==> src/rtl/serial_pkg.sv <==
// Shared serial-link definitions used by serial_rx and serial_tx.
package serial_pkg;

  localparam int SERIAL_DATA_BITS    = 8;
  localparam int SERIAL_CLKS_PER_BIT = 868;  // 100 MHz / 115200 baud

  typedef enum logic [1:0] {
    IDLE  = 2'd0,
    START = 2'd1,
    DATA  = 2'd2,
    STOP  = 2'd3
  } rx_state_t;

endpackage

==> src/rtl/serial_bit_timer.sv <==
// Bit-period down-counter: tick when the loaded half/full period expires, then auto-reloads a full period.
// Latency: tick appears count cycles after clear; no backpressure.
module serial_bit_timer
  import serial_pkg::*;
#(
  parameter int CLKS_PER_BIT = SERIAL_CLKS_PER_BIT
) (
  input  logic clk,
  input  logic rst_n,
  input  logic run,
  input  logic clear,
  input  logic half,
  output logic tick
);

  localparam int W = $clog2(CLKS_PER_BIT);
  localparam logic [W-1:0] FULL_LD = W'(CLKS_PER_BIT - 1);
  localparam logic [W-1:0] HALF_LD = W'(CLKS_PER_BIT / 2 - 1);

  logic [W-1:0] cnt_q;

  assign tick = run && (cnt_q == '0);

  always_ff @(posedge clk or negedge rst_n) begin
    if (!rst_n) begin
      cnt_q <= FULL_LD;
    end else if (clear) begin
      cnt_q <= half ? HALF_LD : FULL_LD;
    end else if (run) begin
      cnt_q <= (cnt_q == '0) ? FULL_LD : cnt_q - 1'b1;
    end
  end

endmodule

==> src/rtl/serial_rx.sv <==
// 8N1 serial receiver, mid-bit sampling; result strobe at E+h+9*CLKS_PER_BIT+1, no backpressure.
// Define SERIAL_RX_SYNC_EN to add a 2-flop input synchronizer (+2 cycles latency).
module serial_rx
  import serial_pkg::*;
#(
  parameter int CLKS_PER_BIT = SERIAL_CLKS_PER_BIT
) (
  input  logic                        clk_in,
  input  logic                        rst_n_in,
  input  logic                        data_in,
  output logic [SERIAL_DATA_BITS-1:0] val_out,
  output logic                        valid_out,
  output logic                        busy_out,
  output logic                        framing_err_out
);

  localparam int IW = $clog2(SERIAL_DATA_BITS);
  localparam logic [IW-1:0] LAST_IDX = IW'(SERIAL_DATA_BITS - 1);

  logic s;
  logic s_prev;

`ifdef SERIAL_RX_SYNC_EN
  logic [1:0] sync_q;

  always_ff @(posedge clk_in or negedge rst_n_in) begin
    if (!rst_n_in) begin
      sync_q <= 2'b11;
    end else begin
      sync_q <= {sync_q[0], data_in};
    end
  end

  assign s = sync_q[1];
`else
  assign s = data_in;
`endif

  // Previous sample resets high so a line that is low out of reset is not a start edge.
  always_ff @(posedge clk_in or negedge rst_n_in) begin
    if (!rst_n_in) begin
      s_prev <= 1'b1;
    end else begin
      s_prev <= s;
    end
  end

  rx_state_t state_q, state_d;
  logic                        tmr_clear;
  logic                        tmr_half;
  logic                        tick;
  logic                        shift_en;
  logic                        idx_clear;
  logic                        done_ok;
  logic                        done_err;
  logic [IW-1:0]               idx_q;
  logic [SERIAL_DATA_BITS-1:0] sr_q;

  serial_bit_timer #(
    .CLKS_PER_BIT(CLKS_PER_BIT)
  ) u_timer (
    .clk   (clk_in),
    .rst_n (rst_n_in),
    .run   (state_q != IDLE),
    .clear (tmr_clear),
    .half  (tmr_half),
    .tick  (tick)
  );

  always_ff @(posedge clk_in or negedge rst_n_in) begin
    if (!rst_n_in) begin
      state_q <= IDLE;
    end else begin
      state_q <= state_d;
    end
  end

  always_comb begin
    state_d   = state_q;
    tmr_clear = 1'b0;
    tmr_half  = 1'b0;
    shift_en  = 1'b0;
    idx_clear = 1'b0;
    done_ok   = 1'b0;
    done_err  = 1'b0;
    case (state_q)
      IDLE: begin
        if (s_prev && !s) begin
          tmr_clear = 1'b1;
          tmr_half  = 1'b1;
          state_d   = START;
        end
      end
      START: begin
        if (tick) begin
          if (s) begin
            state_d = IDLE;
          end else begin
            tmr_clear = 1'b1;
            idx_clear = 1'b1;
            state_d   = DATA;
          end
        end
      end
      DATA: begin
        if (tick) begin
          shift_en = 1'b1;
          if (idx_q == LAST_IDX) begin
            state_d = STOP;
          end
        end
      end
      STOP: begin
        // Leaving mid-stop-bit gives half a bit of margin for the next start edge.
        if (tick) begin
          done_ok  = s;
          done_err = !s;
          state_d  = IDLE;
        end
      end
      default: state_d = IDLE;
    endcase
  end

  always_ff @(posedge clk_in or negedge rst_n_in) begin
    if (!rst_n_in) begin
      idx_q           <= '0;
      sr_q            <= '0;
      val_out         <= '0;
      valid_out       <= 1'b0;
      framing_err_out <= 1'b0;
    end else begin
      if (idx_clear) begin
        idx_q <= '0;
      end else if (shift_en) begin
        idx_q <= idx_q + 1'b1;
      end
      if (shift_en) begin
        sr_q[idx_q] <= s;
      end
      if (done_ok) begin
        val_out <= sr_q;
      end
      valid_out       <= done_ok;
      framing_err_out <= done_err;
    end
  end

  assign busy_out = (state_q != IDLE);

endmodule

==> config.mk <==
export PLATFORM = sky130hd
export DESIGN_NAME = serial_rx
export DESIGN_NICKNAME = d
export VERILOG_FILES = /design/src/rtl/serial_pkg.sv /design/src/rtl/serial_bit_timer.sv /design/src/rtl/serial_rx.sv
export SDC_FILE = /design/constraint.sdc
export NUM_CORES = 1
export LEC_CHECK = 0
export BUFFER_PORTS_ARGS = -buffer_cell sky130_fd_sc_hd__buf_4
export CAP_MARGIN = 20
export CORE_MARGIN = 3
export CORE_UTILIZATION = 40
export DETAILED_ROUTE_END_ITERATION = 10
export PLACE_DENSITY_LB_ADDON = 0.08
export SETUP_SLACK_MARGIN = 0.02
export SYNTH_ARGS = -nofsm -noshare
export SYNTH_HDL_FRONTEND = slang
export SYNTH_HIERARCHICAL = 1
export SYNTH_SLANG_ARGS = --single-unit
==> constraint.sdc <==
create_clock -name clk_in -period 2.45 [get_ports clk_in]
set_clock_uncertainty 0.05 [all_clocks]
set_input_delay 0.245 -clock clk_in [delete_from_list [all_inputs] [get_ports clk_in]]
set_output_delay 0.245 -clock clk_in [all_outputs]
set_load 0.005 [all_outputs]
==> impl_metrics.tcl <==
set metrics [dict create \
    grt_pass1_wl_um 5660 \
    grt_max_degree 35 \
    wl_per_cell_um 14.5 \
    drtAntennaViolNets 0 \
    vdd_ir_drop_max_mv 0.387 \
    r2r_slack_ns 0.23 \
    tightestPinTransition_ns 0.432 \
    max_slew_margin 0.712 \
    swShare 0.319 \
    wirelength_um 3230 \
    critPathSlowestCell "dfrtp_1" \
    power_density_nw_per_um2 795 \
    p_switching_mw 0.498 \
    synth_edf_count 0 \
    fmax_mhz 451 \
    setup.worst_path.start "u_timer/cnt_q[7]$_DFFE_PN0P_" \
    cts-root-buf "clkbuf_8" \
    critPathMaxStageDelay_ns 0.43 \
    ys_warn_count 6 \
    power_mw 1.56 \
    post-route-util 0.509 \
    track_usage 0.142 \
    crit_end "val_out[3]$_DFFE_PN0P_" \
    path_max_fanout 9 \
    antenna_found_initial 0 \
    cts_sinks 34 \
    worst_slack_ns 0.231 \
    fp-row-count 22 \
    tns_ns 0 \
    via_per_inst 5.52 \
    hold_viol 0 \
    cp-end-kind "flip-flop" \
    crit_path_cell_trace "nor4_4 > nand2_1 > nor2_2 > buf_4 > and2_1 > nand3_4 > mux2_4" \
    synth_top_area_frac 0.402 \
    hold_path.class "in2reg" \
    timing.final.crit_share 0.906 \
    clkTransAtPathRegs_ns 0.07 \
    path_class "reg2reg" \
    dp_hpwl_um 2300 \
    maxCapViolations 0 \
    cts.path.max_buffers 2 \
    setup_viol 0 \
    drc 0 \
    die_h_um 70.8 \
    p_leak_nw 0.879 \
    synthArstFlopShare 1.00 \
    syn_to_final_growth_pct 16.7 \
    postSynthCellCount 152 \
    worstSkewPairLatency_ns 0.28 \
    design.core.area_um2 3850 \
    slew_viol_final 0 \
    min_period_ns 2.22 \
    port_buffers 13 \
    numCtsBuffers 5 \
    layout_common_cells "dfrtp_1 (27), buf_4 (19), mux2_2 (15)" \
    ys_seq_area_frac 0.511 \
    dr_total_vias 1231 \
    clock_power_share 0.277 \
    ys_ff_latch 34 \
    diodes 0 \
    intPower_mw 1.06 \
    initial_core_util 0.436 \
    comb_power_share 0.205 \
    worstPathArrival_ns 2.33 \
    synth_nets 158 \
    yosys.area.top_type "dfrtp_1" \
    htree_levels 2 \
    cts_tree "built" \
    grt_pass1_vias 1224 \
    grt.overflow.total 0 \
    power_frac_seq 0.518 \
    worstPathRequired_ns 2.56 \
    final_common_cell "dfrtp_1" \
    drt-initial-drc-count 67 \
    gp_congestion 0.869 \
    rsz0062_at_grt "false" \
    cp-start-kind "flip-flop" \
    synth_ff_type "dfrtp_1" \
    synth_area_um2 1680 \
    reg2reg_depth 7 \
    drive_above_1_share 0.349 \
    timing.rr.start "u_timer/cnt_q[7]$_DFFE_PN0P_" \
    die_x_um 70.8 \
    dp_worst_setup_slack_ns 0.188 \
    yosys.cell_types.count 40 \
    num-nets-final 180 \
    drt_first_pass_iters 5 \
    postSynthAreaPerCell_um2 11.1 \
    io_pins 14 \
    ys_top_cells_by_area "dfrtp_1 (40%), dfstp_2 (11%), mux2_2 (10%)" \
    r2r-end "val_out[3]$_DFFE_PN0P_" \
    die_area_um2 5020 \
    status "finished, final reports clean" \
]
==> critical path, delay by kind of cell (launching register included) <==
family                 cells  cell delay, ns
and+or+nand+nor            5            1.14
DFF                        1            0.43
muxes                      1            0.33
buffers and inverters      1            0.14
==> repair_timing <==
item,CTS,global route
buffers inserted,0,1
hold endpoints to repair,27,0
hold buffers,1,0
setup endpoints to repair,0,12
gates resized for setup,0,2
==> layer usage <==
metal	vias to the layer above	global-route usage	part of all wire
li1	590	-	-
met1	609	0.183	0.46
met2	23	0.225	0.50
met3	9	0.0341	0.027
met4	0	0.0668	0.015
met5	-	0	0
==> registers in the layout, summed over array words and instances (netlist names), named ones only <==
signal and flops:
u_timer/cnt_q 10, sr_q 8, val_out 8, idx_q 3, framing_err_out 1, s_prev 1
state_q 1, valid_out 1
==> worst min path at each step <==
| stage | startpoint | end | slack, ns | cells past startpoint |
|---|---|---|---|---|
| floorplan | rst_n_in | async pin | -0.10 | 0 |
| global placement | rst_n_in | u_timer/cnt_q[7]$_DFFE_PN0P_ | 0.16 | 1 |
| detailed placement | rst_n_in | u_timer/cnt_q[7]$_DFFE_PN0P_ | 0.17 | 1 |
| CTS | data_in | s_prev$_DFF_PN1_ | 0.1 | 1 |
| global route | data_in | s_prev$_DFF_PN1_ | 0.1 | 1 |
| finish | data_in | s_prev$_DFF_PN1_ | 0.11 | 1 |
==> cell type report <==
cell class | count | area, µm²
Fill cell | 360 | 1890
Multi-Input combinational cell | 104 | 762
Timing Repair Buffer | 20 | 153
Tap cell | 48 | 60.1
Clock buffer | 6 | 82.6
Sequential cell | 34 | 860
Clock inverter | 2 | 12.5
Inverter | 9 | 33.8
==> power by group through the flow <==
stage                     clock (mW)  sequential [mW]  combinational [mW]
after floorplan                    0            0.786               0.238
after global routing           0.474            0.823               0.362
after detailed placement           0            0.817               0.317
after CTS                      0.441            0.806               0.320
final                          0.433            0.808               0.320
after global placement             0            0.816               0.313
==> cell families (layout without fill, tap and decap cells) <==
kind of cell / after synthesis / count (layout) / synth area share
AO/OA/AOI/OAI: 22 / 22 / 0.0930
XOR/XNOR: 2 / 2 / 0.0104
adder cells (fa/ha/maj): 3 / 3 / 0.0223
buffers and inverters: 14 / 37 / 0.0372
flip-flops: 34 / 34 / 0.511
multiplexers: 17 / 17 / 0.118
AND/OR/NAND/NOR: 60 / 60 / 0.208
==> stage by stage <==
step                      cells  cell area (µm²)  hold slack (ns)
final                       223             1960            0.108
after detailed placement    213             1850            0.173
after CTS                   222             1950           0.0991
after global placement      213             1850            0.164
after global routing        223             1960           0.0967
after floorplan             152             1680           -0.101
==> Yosys cell counts, drive strengths merged (2+ instances only) <==
cell type	number
dfrtp	27
mux2	17
nor2	15
inv	9
nand2	9
nand3	8
nor3	8
a21oi	7
dfstp	7
nand2b	4
a311oi	3
buf	3
ha	3
nand4	3
o21ai	3
a31oi	2
and2	2
clkbuf	2
nor4	2
o221a	2
or2	2
xnor2	2
(Power assumes the default switching activity.)
